File: config.mk
export PLATFORM = sky130hd
export DESIGN_NAME = fft_frame_buffer
export DESIGN_NICKNAME = d
export VERILOG_FILES = /design/src/rtl/fft_frame_buffer.sv
export SDC_FILE = /design/constraint.sdc
export NUM_CORES = 1
export LEC_CHECK = 0
export ABC_AREA = 1
export CORE_MARGIN = 4
export CORE_UTILIZATION = 48
export CTS_CLUSTER_SIZE = 20
export DETAILED_ROUTE_END_ITERATION = 12
export PLACE_DENSITY = 0.75
export SYNTH_ARGS = -nofsm -noshare
export SYNTH_HDL_FRONTEND = slang
export SYNTH_SLANG_ARGS = --single-unit
File: constraint.sdc
create_clock -name i_clk -period 1.7 [get_ports i_clk]
set_clock_uncertainty 0.1 [all_clocks]
set_input_delay 0.255 -clock i_clk [delete_from_list [all_inputs] [get_ports i_clk]]
set_output_delay 0.255 -clock i_clk [all_outputs]
set_load 0.005 [all_outputs]
File: src/rtl/fft_frame_buffer.sv
// Serial-to-parallel frame store feeding the FFT core: fills DEPTH samples, publishes them
// on o_frame and holds until acknowledged. Define FFT_FRAME_PINGPONG_EN for a two-bank build.
module fft_frame_buffer #(
    parameter int WIDTH  = 16,
    parameter int DEPTH  = 16,
    parameter int ADDR_W = $clog2(DEPTH)
) (
    input  logic                   i_clk,
    input  logic                   i_rst_n,
    input  logic [WIDTH-1:0]       i_word,
    input  logic                   i_valid,
    output logic                   o_ready,
    input  logic                   i_flush,
    output logic [DEPTH*WIDTH-1:0] o_frame,
    output logic                   o_frame_valid,
    input  logic                   i_frame_ack,
    output logic [ADDR_W:0]        o_fill_count
);

`ifdef FFT_FRAME_PINGPONG_EN
    localparam int BANKS = 2;
    typedef enum logic [1:0] {ST_FILL, ST_FULL2} state_t;
`else
    localparam int BANKS = 1;
    typedef enum logic [1:0] {ST_FILL, ST_HOLD} state_t;
`endif
    localparam int SLOTS  = BANKS * DEPTH;
    localparam int SLOT_W = $clog2(SLOTS);
    localparam logic [ADDR_W-1:0] WPTR_ONE = 1;
    localparam logic [ADDR_W:0]   FILL_ONE = 1;
    localparam logic [ADDR_W-1:0] WPTR_LAST = ADDR_W'(DEPTH - 1);

    state_t                 state_q, state_d;
    logic [ADDR_W-1:0]      wptr_q, wptr_d;
    logic [ADDR_W:0]        fill_q, fill_d;
    logic [WIDTH-1:0]       mem_q [SLOTS];
    logic [WIDTH-1:0]       mem_d [SLOTS];
    logic [DEPTH*WIDTH-1:0] frame_q, frame_d;
    logic                   frame_valid_q, frame_valid_d;
    logic [SLOT_W-1:0]      base;
    logic                   accept;
    logic                   last;
    logic                   publish;

`ifdef FFT_FRAME_PINGPONG_EN
    logic bank_q, bank_d;
    assign base = {bank_q, {ADDR_W{1'b0}}};
`else
    assign base = '0;
`endif

    // Handshake: a sample transfers on any rising edge where i_valid && o_ready (and no
    // flush); o_frame_valid stays high until an edge with i_frame_ack high retires it.
    assign o_ready       = i_rst_n && (state_q == ST_FILL);
    assign accept        = o_ready && i_valid && !i_flush;
    assign last          = accept && (wptr_q == WPTR_LAST);
    assign o_frame       = frame_q;
    assign o_frame_valid = frame_valid_q;
    assign o_fill_count  = fill_q;

    always_comb begin
        state_d       = state_q;
        wptr_d        = wptr_q;
        fill_d        = fill_q;
        mem_d         = mem_q;
        frame_d       = frame_q;
        frame_valid_d = frame_valid_q;
        publish       = 1'b0;
`ifdef FFT_FRAME_PINGPONG_EN
        bank_d        = bank_q;
`endif

        if (accept) begin
            mem_d[base + SLOT_W'(wptr_q)] = i_word;
            wptr_d = wptr_q + WPTR_ONE;
            fill_d = fill_q + FILL_ONE;
        end
        if (i_flush && state_q == ST_FILL) begin
            wptr_d = '0;
            fill_d = '0;
        end

        case (state_q)
            ST_FILL: begin
`ifdef FFT_FRAME_PINGPONG_EN
                if (i_frame_ack) frame_valid_d = 1'b0;
                // A completed bank waits in FULL2 only if the previous frame is still
                // held and not being retired on this very edge.
                if (last) begin
                    if (!frame_valid_q || i_frame_ack) publish = 1'b1;
                    else                              state_d = ST_FULL2;
                end
`else
                if (last) begin
                    publish = 1'b1;
                    state_d = ST_HOLD;
                end
`endif
            end
`ifdef FFT_FRAME_PINGPONG_EN
            ST_FULL2: begin
                if (i_frame_ack) begin
                    publish = 1'b1;
                    state_d = ST_FILL;
                end
            end
`else
            ST_HOLD: begin
                if (i_frame_ack) begin
                    frame_valid_d = 1'b0;
                    state_d       = ST_FILL;
                end
            end
`endif
            default: state_d = ST_FILL;
        endcase

        // Publishing reads the post-write view so the final sample lands in the same edge.
        if (publish) begin
            for (int k = 0; k < DEPTH; k++) begin
                frame_d[k*WIDTH +: WIDTH] = mem_d[base + SLOT_W'(k)];
            end
            frame_valid_d = 1'b1;
            wptr_d        = '0;
            fill_d        = '0;
`ifdef FFT_FRAME_PINGPONG_EN
            bank_d        = ~bank_q;
`endif
        end
    end

    always_ff @(posedge i_clk) begin
        if (!i_rst_n) begin
            state_q       <= ST_FILL;
            wptr_q        <= '0;
            fill_q        <= '0;
            frame_q       <= '0;
            frame_valid_q <= 1'b0;
            for (int i = 0; i < SLOTS; i++) mem_q[i] <= '0;
`ifdef FFT_FRAME_PINGPONG_EN
            bank_q        <= 1'b0;
`endif
        end else begin
            state_q       <= state_d;
            wptr_q        <= wptr_d;
            fill_q        <= fill_d;
            frame_q       <= frame_d;
            frame_valid_q <= frame_valid_d;
            mem_q         <= mem_d;
`ifdef FFT_FRAME_PINGPONG_EN
            bank_q        <= bank_d;
`endif
        end
    end

endmodule

==> results of run 1 <==
[layer usage]
layer / up-vias / part of all wire, % / wire, um
met5: - / 0.027 / 20
met4: 4 / 5.4 / 4030
met3: 303 / 11 / 7970
met2: 1248 / 46 / 34800
met1: 9099 / 38 / 28100
li1: 8644 / - / -
[how the worst min path moves through the flow]
stage,from,to,cells after the start
floorplan,i_frame_ack,state_q[0]$_SDFFE_PN0P_,1
global placement,o_frame[59]$_SDFFE_PN0P_,o_frame[59]$_SDFFE_PN0P_,2
detailed placement,o_frame[183]$_SDFFE_PN0P_,o_frame[183]$_SDFFE_PN0P_,2
CTS,i_rst_n,o_frame[172]$_SDFFE_PN0P_,4
global route,i_rst_n,o_frame[171]$_SDFFE_PN0P_,4
finish,i_rst_n,o_frame[175]$_SDFFE_PN0P_,4
[critical path, delay by kind of cell, from the launching register on]
| kind | cells | cell delay (ns) |
|---|---|---|
| AOI/OAI and AO/OA | 2 | 0.22 |
| adders and majority gates | 1 | 0.15 |
| buffers and inverters | 6 | 0.81 |
| DFF | 1 | 0.35 |
| and+or+nand+nor | 2 | 0.18 |
[stage by stage]
| stage | TNS [ns] | power (mW) | cells | cell area [um2] |
|---|---|---|---|---|
| finish | -22.80 | 24.9 | 3426 | 28700 |
| global route | -42.20 | 25.4 | 3426 | 28700 |
| CTS | -10.65 | 24.8 | 3384 | 26800 |
| detailed placement | -177.89 | 12.9 | 3188 | 22600 |
| global placement | -185.00 | 12.9 | 3188 | 22600 |
| floorplan | 0 | 12.5 | 2458 | 18600 |
[layout make-up]
| class | count | area share, % |
|---|---|---|
| clock buffer | 75 | 5.18 |
| clock inverter | 17 | 0.994 |
| inverter | 274 | 3.70 |
| multi-input combinational | 1520 | 30.2 |
| sequential | 507 | 35.7 |
| tap | 511 | 2.23 |
| timing repair buffer | 522 | 22.0 |
[state kept, by name, indices dropped and copies added (netlist names)]
register,count
o_frame_valid,1
state_q,1
wptr_q,4
mem_q,240
o_frame,256
o_fill_count,5
[power by group]
| part | switching [mW] | total, mW | internal, mW |
|---|---|---|---|
| combinational | 0.722 | 1.04 | 0.320 |
| sequential | 0.00834 | 11.9 | 11.9 |
| clock | 4.87 | 12.0 | 7.11 |
[placed cells by master (no fill, tap or decap), types with 2 or more instances in the layout]
| master | synthesis | routed |
|---|---|---|
| dfxtp_1 | 507 | 430 |
| nand2_1 | 484 | 404 |
| nor2_1 | 316 | 270 |
| inv_1 | 272 | 264 |
| dlygate4sd2_1 | 0 | 260 |
| o21ai_1 | 39 | 159 |
| a21oi_1 | 197 | 143 |
| o21ai_2 | 0 | 138 |
| o21ai_0 | 361 | 88 |
| buf_4 | 7 | 84 |
| dfxtp_2 | 0 | 77 |
| clkbuf_16 | 0 | 69 |
| buf_12 | 1 | 66 |
| nand3_1 | 76 | 64 |
| a21oi_2 | 0 | 52 |
| nand2_4 | 8 | 45 |
| nand2_2 | 5 | 44 |
| buf_16 | 0 | 33 |
| buf_6 | 0 | 29 |
| nor2_4 | 3 | 27 |
| nor2_2 | 2 | 24 |
| nand2_8 | 0 | 20 |
| clkdlybuf4s50_1 | 0 | 19 |
| o21ai_4 | 0 | 15 |
| nand3_2 | 0 | 12 |
| clkbuf_8 | 0 | 12 |
| clkbuf_1 | 98 | 12 |
| buf_8 | 0 | 10 |
| bufinv_16 | 0 | 7 |
| clkinv_2 | 0 | 7 |
| inv_2 | 2 | 4 |
| ha_4 | 0 | 4 |
| xor2_1 | 3 | 3 |
| inv_6 | 0 | 2 |
| inv_4 | 0 | 2 |
| a21oi_4 | 0 | 2 |
| xnor2_1 | 2 | 2 |
| clkinv_8 | 0 | 2 |
| clkdlybuf4s15_2 | 0 | 2 |
[cells by family (layout without fill, tap and decap cells)]
| group | Yosys count | count (layout) |
|---|---|---|
| compound gates | 598 | 598 |
| xor+xnor | 5 | 5 |
| fa+ha+maj | 5 | 5 |
| buf+inv | 447 | 888 |
| flops | 507 | 507 |
| simple gates | 896 | 912 |
[what timing repair did]
action                     in CTS  in global routing
setup buffers                  53                 30
pin swaps                      46                 82
cloned                         51                 22
setup endpoints to repair     715                506
hold buffers                    0                  0
resized for setup             820                405
==> metrics.txt, run 1 <==
status complete, but fails checks; violated checks setup timing; RSZ-0062 raised after global routing yes; crit start category flop; GRT overflow 0; CP endpoint o_frame[86]$_SDFFE_PN0P_; post-synthesis compound-gate area fraction 16.1%; Synthesized Nets 2,484; Mean Syn Cell Area between 7 and 8 um2; reg-to-reg critical path endpoint o_frame[86]$_SDFFE_PN0P_; Worst path slowest cell dfxtp_2; met3 GRT Util between 6 and 7%; # nets final 2,901; CP max stage delay between 0.3 and 0.4 ns; CP Cell Sequence buf_6, ha_4, nand2_4, nor2_4, buf_6, buf_6, buf_12, buf_12, buf_16, o21ai_4, a21oi_2; Fillers 2,430; P&R area growth vs syn 54.2%; Hold Fails Final Rpt 0; grt met1 use ~42%; headroom to the max-slew limit 46.8%; Synth Cell Area 18,600 um2; f_max 527 MHz; YS warnings 0; cell area power density 868 nW/um2; post-synthesis mux area share 0%; fin worst setup slack -0.198 ns; Vias/cell between 5 and 6; ys async rst share 0%; crit path max fanout 6; CTS Sinks 507; initial antenna violation count 3; synth cell count leaders dfxtp_1, nand2_1, o21ai_0; CP Capture Type flop; final setup fails between 300 and 400; required time of the worst setup path 2.13 ns; share of cells above drive strength 1 a little over a quarter; Static Leakage 13.5 nW; die extent in x 205 um; simple-gate share of the synthesized area a little under a fifth; top post-synthesis cells by area dfxtp_1, nand2_1, o21ai_0; first-pass GRT wire length ~100 mm; worst min-delay path category in2reg; Die Span Y 205 um; Syn Inst Count between 2,000 and 2,500; # IOs 284; CTS tree done; Skew-Pair Late Insertion Delay around 0.6 ns; root buf cell clkbuf_16; Peak supply drop 0.000834 V; GPL Wtd Cong between 0.8 and 0.9; worst hold margin 0.0621 ns; Synth Area in XOR/XNOR less than 1%; Tcrit/Tclk final 112%; vias 19,298; Max-Cap Viols 0; multi-input logic area 8680 um2; CTS max path bufs 3; Placement Setup Slack -0.512 ns; R2R Path Start wptr_q[1]$_SDFFE_PP0P_; Worst R2R Setup Slack -0.20 ns; largest family of logic cells by synthesized area simple AND/OR/NAND/NOR gates; Register-to-Register Path Depth 11; Core Region 37,900 um2; # DRC 0; grt met2 use 51.2%; DP HPWL 35.4 mm; cell taking the most area after synthesis dfxtp_1; Num CTS Buffers 50; Final ANT Viol Nets 0; GRT Total Usage 31.4%; n_diodes 0; DIE AREA 42,000 um2; drt first pass iters 6; FF+latch count, synth roughly 510; Sequential Area 10,200 um2; Slew Limit Fails 0; Post-synth top flop dfxtp_1; largest net degree at the start of global routing 96; Worst-Margin Slew approximately 0.8 ns; Synth Area in Adders 0.336%; clock-pin slew on the worst setup and hold paths 0.07 ns; most frequent cell after synthesis dfxtp_1; Initial Util 49.1%; sequential area share after synthesis 54.5%; number of synthesized flops with an enable pin 0; CP Data Arrival Time 2.32 ns; Yosys cell types 25; Iteration-0 DRC Markers between 2,000 and 2,500; WL/cell around 22 um; share of the synthesized area in the top cell type 54.5%; Rows slightly above 70; Final Util 75.7%; crit path from wptr_q[1]$_SDFFE_PP0P_; PortBufs 283; CP most frequent cell buf_6; H-tree Lvls 2; DRT Wirelength 74.9 mm; GRT Max-Usage Layer met2; Setup CP Type reg2reg; minimum clock period 1.90 ns; vias in the first global route 18,157
Power figures use the tool's default switching activity.
==> run 2: changes to the inputs <==
--- a/config.mk
+++ b/config.mk
@@ -10,6 +10,7 @@
 export CORE_UTILIZATION = 48
 export CTS_CLUSTER_SIZE = 20
 export DETAILED_ROUTE_END_ITERATION = 12
+export HOLD_SLACK_MARGIN = 0.02
 export PLACE_DENSITY = 0.75
 export SYNTH_ARGS = -nofsm -noshare
 export SYNTH_HDL_FRONTEND = slang
==> results of run 2 <==
The final DEF is identical to that of run 1; final timing and power are the same.
==> run 3: changes to the inputs <==
--- a/config.mk
+++ b/config.mk
@@ -7,11 +7,12 @@
 export LEC_CHECK = 0
 export ABC_AREA = 1
 export CORE_MARGIN = 4
-export CORE_UTILIZATION = 48
+export CORE_UTILIZATION = 56
 export CTS_CLUSTER_SIZE = 20
 export DETAILED_ROUTE_END_ITERATION = 12
+export DONT_BUFFER_PORTS = 1
 export HOLD_SLACK_MARGIN = 0.02
-export PLACE_DENSITY = 0.75
+export PLACE_DENSITY = 0.74
 export SYNTH_ARGS = -nofsm -noshare
 export SYNTH_HDL_FRONTEND = slang
 export SYNTH_SLANG_ARGS = --single-unit
==> metrics.txt, run 3 (synthesis results as in run 1) <==
fin worst setup slack -0.0935 ns (+0.105 ns); Core Region 32,700 um2 (-14%); switch share 21.1% (-1.3 points); die extent in x 190 um (-7.1%); minimum clock period 1.79 ns (-0.105 ns); DP HPWL 30.8 mm (-13%); Hold Fails Final Rpt 62 (+62); headroom to the max-slew limit 14.9% (-32 points); violated checks hold timing, setup timing; WL met3 6.42 mm (-19%); # nets final 2,519 (-13%); H-tree Lvls 2 (unchanged); GRT Total Usage 28.7% (-2.7 points); # DRC 0 (unchanged); multi-input logic area 7480 um2 (-14%); DRT Wirelength 59.4 mm (-21%); Die Span Y 190 um (-7.1%); most common cell after layout, fill and taps aside dfxtp_1; met2 wire length 27.8 mm (-20%); Vias/cell 5.64 (+0.16%); initial antenna violation count 3 (unchanged); drt first pass iters 8 (+2); first-pass GRT wire length 83.3 mm (-20%); status complete, but fails checks; f_max 558 MHz (+5.8%); root buf cell clkbuf_16; largest net degree at the start of global routing 165 (+72%); M1 WL 23.0 mm (-18%); CTS Sinks 507 (unchanged); # IOs 284 (unchanged); Skew-Pair Late Insertion Delay 0.55 ns (-0.05 ns); Power Total 24.1 mW (-3.2%); Clock power frac 47.3% (-0.8 points); final setup fails 37 (-88%); Final ANT Viol Nets 0 (unchanged); Tcrit/Tclk final 105% (-6.2 points); PortBufs 0 (-100%); Sequential Area 10,200 um2 (-0.83%); Rows 66 (-7.0%); worst min-delay path category in2reg; Iteration-0 DRC Markers 1,555 (-23%); Static Leakage 10.1 nW (-25%); Fillers 2,406 (-0.99%); crit start category flop; Final Util 71.5% (-4.2 points); dpl cell area 19,300 um2 (-15%); required time of the worst setup path 2.09 ns (-0.04 ns); DIE AREA 36,200 um2 (-14%); worst hold margin -0.217 ns (-0.279 ns); Slew Limit Fails 0 (unchanged); Peak supply drop 0.00100 V (+20%); WL/cell 20.0 um (-8.6%); commonest cells after routing, fill and taps aside dfxtp_1, nand2_1, nor2_1; Setup CP Type reg2reg; CTS tree done; Final Cell Area 23,400 um2 (-19%); P&R area growth vs syn 25.6%; vias 16,767 (-13%); crit path max fanout 6 (unchanged); Worst-Margin Slew 1.28 ns (+0.478 ns); GPL Wtd Cong 0.800 (-1.1%); Max-Cap Viols 0 (unchanged); cell area power density 1030 nW/um2 (+19%); sequential share of power 49.3% (+1.5 points); max layer used met5; RSZ-0062 raised after global routing yes; Initial Util 56.9% (+7.9 points); switching power 5.10 mW (-9.0%); CP Data Arrival Time 2.19 ns (-0.13 ns); CTS Hold Bufs 34 (+34); vias in the first global route 14,836 (-18%); CP Capture Type flop; GRT overflow 0 (unchanged); share of cells above drive strength 1 16.5% (-11 points); combinational share of power 3.4% (-0.8 points); clock-pin slew on the worst setup and hold paths 0.06 ns (about the same); max reg flops 256 (unchanged); CTS max path bufs 3 (unchanged); Int Pwr 19.0 mW (-1.5%); Num CTS Buffers 49 (-2.0%)
==> run 3: what timing repair did <==
item                                    CTS  global route
endpoints found under the setup margin  307           471
pin swaps                                 7            36
endpoints found under the hold margin   505           162
gates cloned                              7            27
buffers inserted                          9             9
gates resized for setup                  99           414
==> run 3: layout make-up <==
cell class | instances | share of cell area, %
Clock buffer | 73 | 6.33
Antenna cell | 2 | 0.0214
Clock inverter | 13 | 0.937
Tap cell | 442 | 2.37
Multi-Input combinational cell | 1507 | 32.0
Sequential cell | 507 | 43.5
Inverter | 274 | 4.45
Timing Repair Buffer | 154 | 10.4
==> run 3: routing by layer <==
metal / GRT usage, % / up-vias
li1: - / 7856
met4: 8.54 / 6
met5: 0 / -
met2: 46.4 / 811
met3: 8.57 / 145
met1: 37.5 / 7949
==> run 3: power by group through the flow <==
stage / sequential, mW / combinational [mW] / clock, mW
floorplan: 12.2 / 0.316 / 0
global placement: 12.2 / 0.344 / 0
detailed placement: 12.2 / 0.348 / 0
CTS: 11.9 / 0.728 / 11.5
global route: 11.9 / 0.834 / 12.0
finish: 11.9 / 0.809 / 11.4
==> run 3: final timing paths <==
kind	from	endpoint	slack [ns]	depth (start not counted)
worst max register to register	wptr_q[0]$_SDFFE_PP0P_	o_frame[207]$_SDFFE_PN0P_	-0.09	10
worst max-delay path	wptr_q[0]$_SDFFE_PP0P_	o_frame[207]$_SDFFE_PN0P_	-0.09	10
worst min-delay path	i_rst_n	o_frame[171]$_SDFFE_PN0P_	-0.22	2
worst min register to register	o_frame[183]$_SDFFE_PN0P_	o_frame[183]$_SDFFE_PN0P_	0.37	2
==> run 3: per-stage QoR <==
stage | TNS (ns) | std cells | worst slack, ns
floorplan | 0 | 2458 | 0.0381
global placement | -0.690 | 2800 | -0.0324
detailed placement | -9.94 | 2800 | -0.110
CTS | -2.20 | 2936 | -0.0480
global route | -10.35 | 2970 | -0.127
finish | -0.656 | 2972 | -0.0935
==> run 3: critical path, stage by stage (launching register included) <==
cell       delay (ns)
dfxtp_4          0.39
ha_4             0.16
nand2_2          0.07
nor2_4           0.18
buf_12           0.16
clkbuf_16        0.19
clkbuf_16        0.16
nor2_1           0.05
nor2_1           0.13
nand2_1          0.09
inv_1            0.05
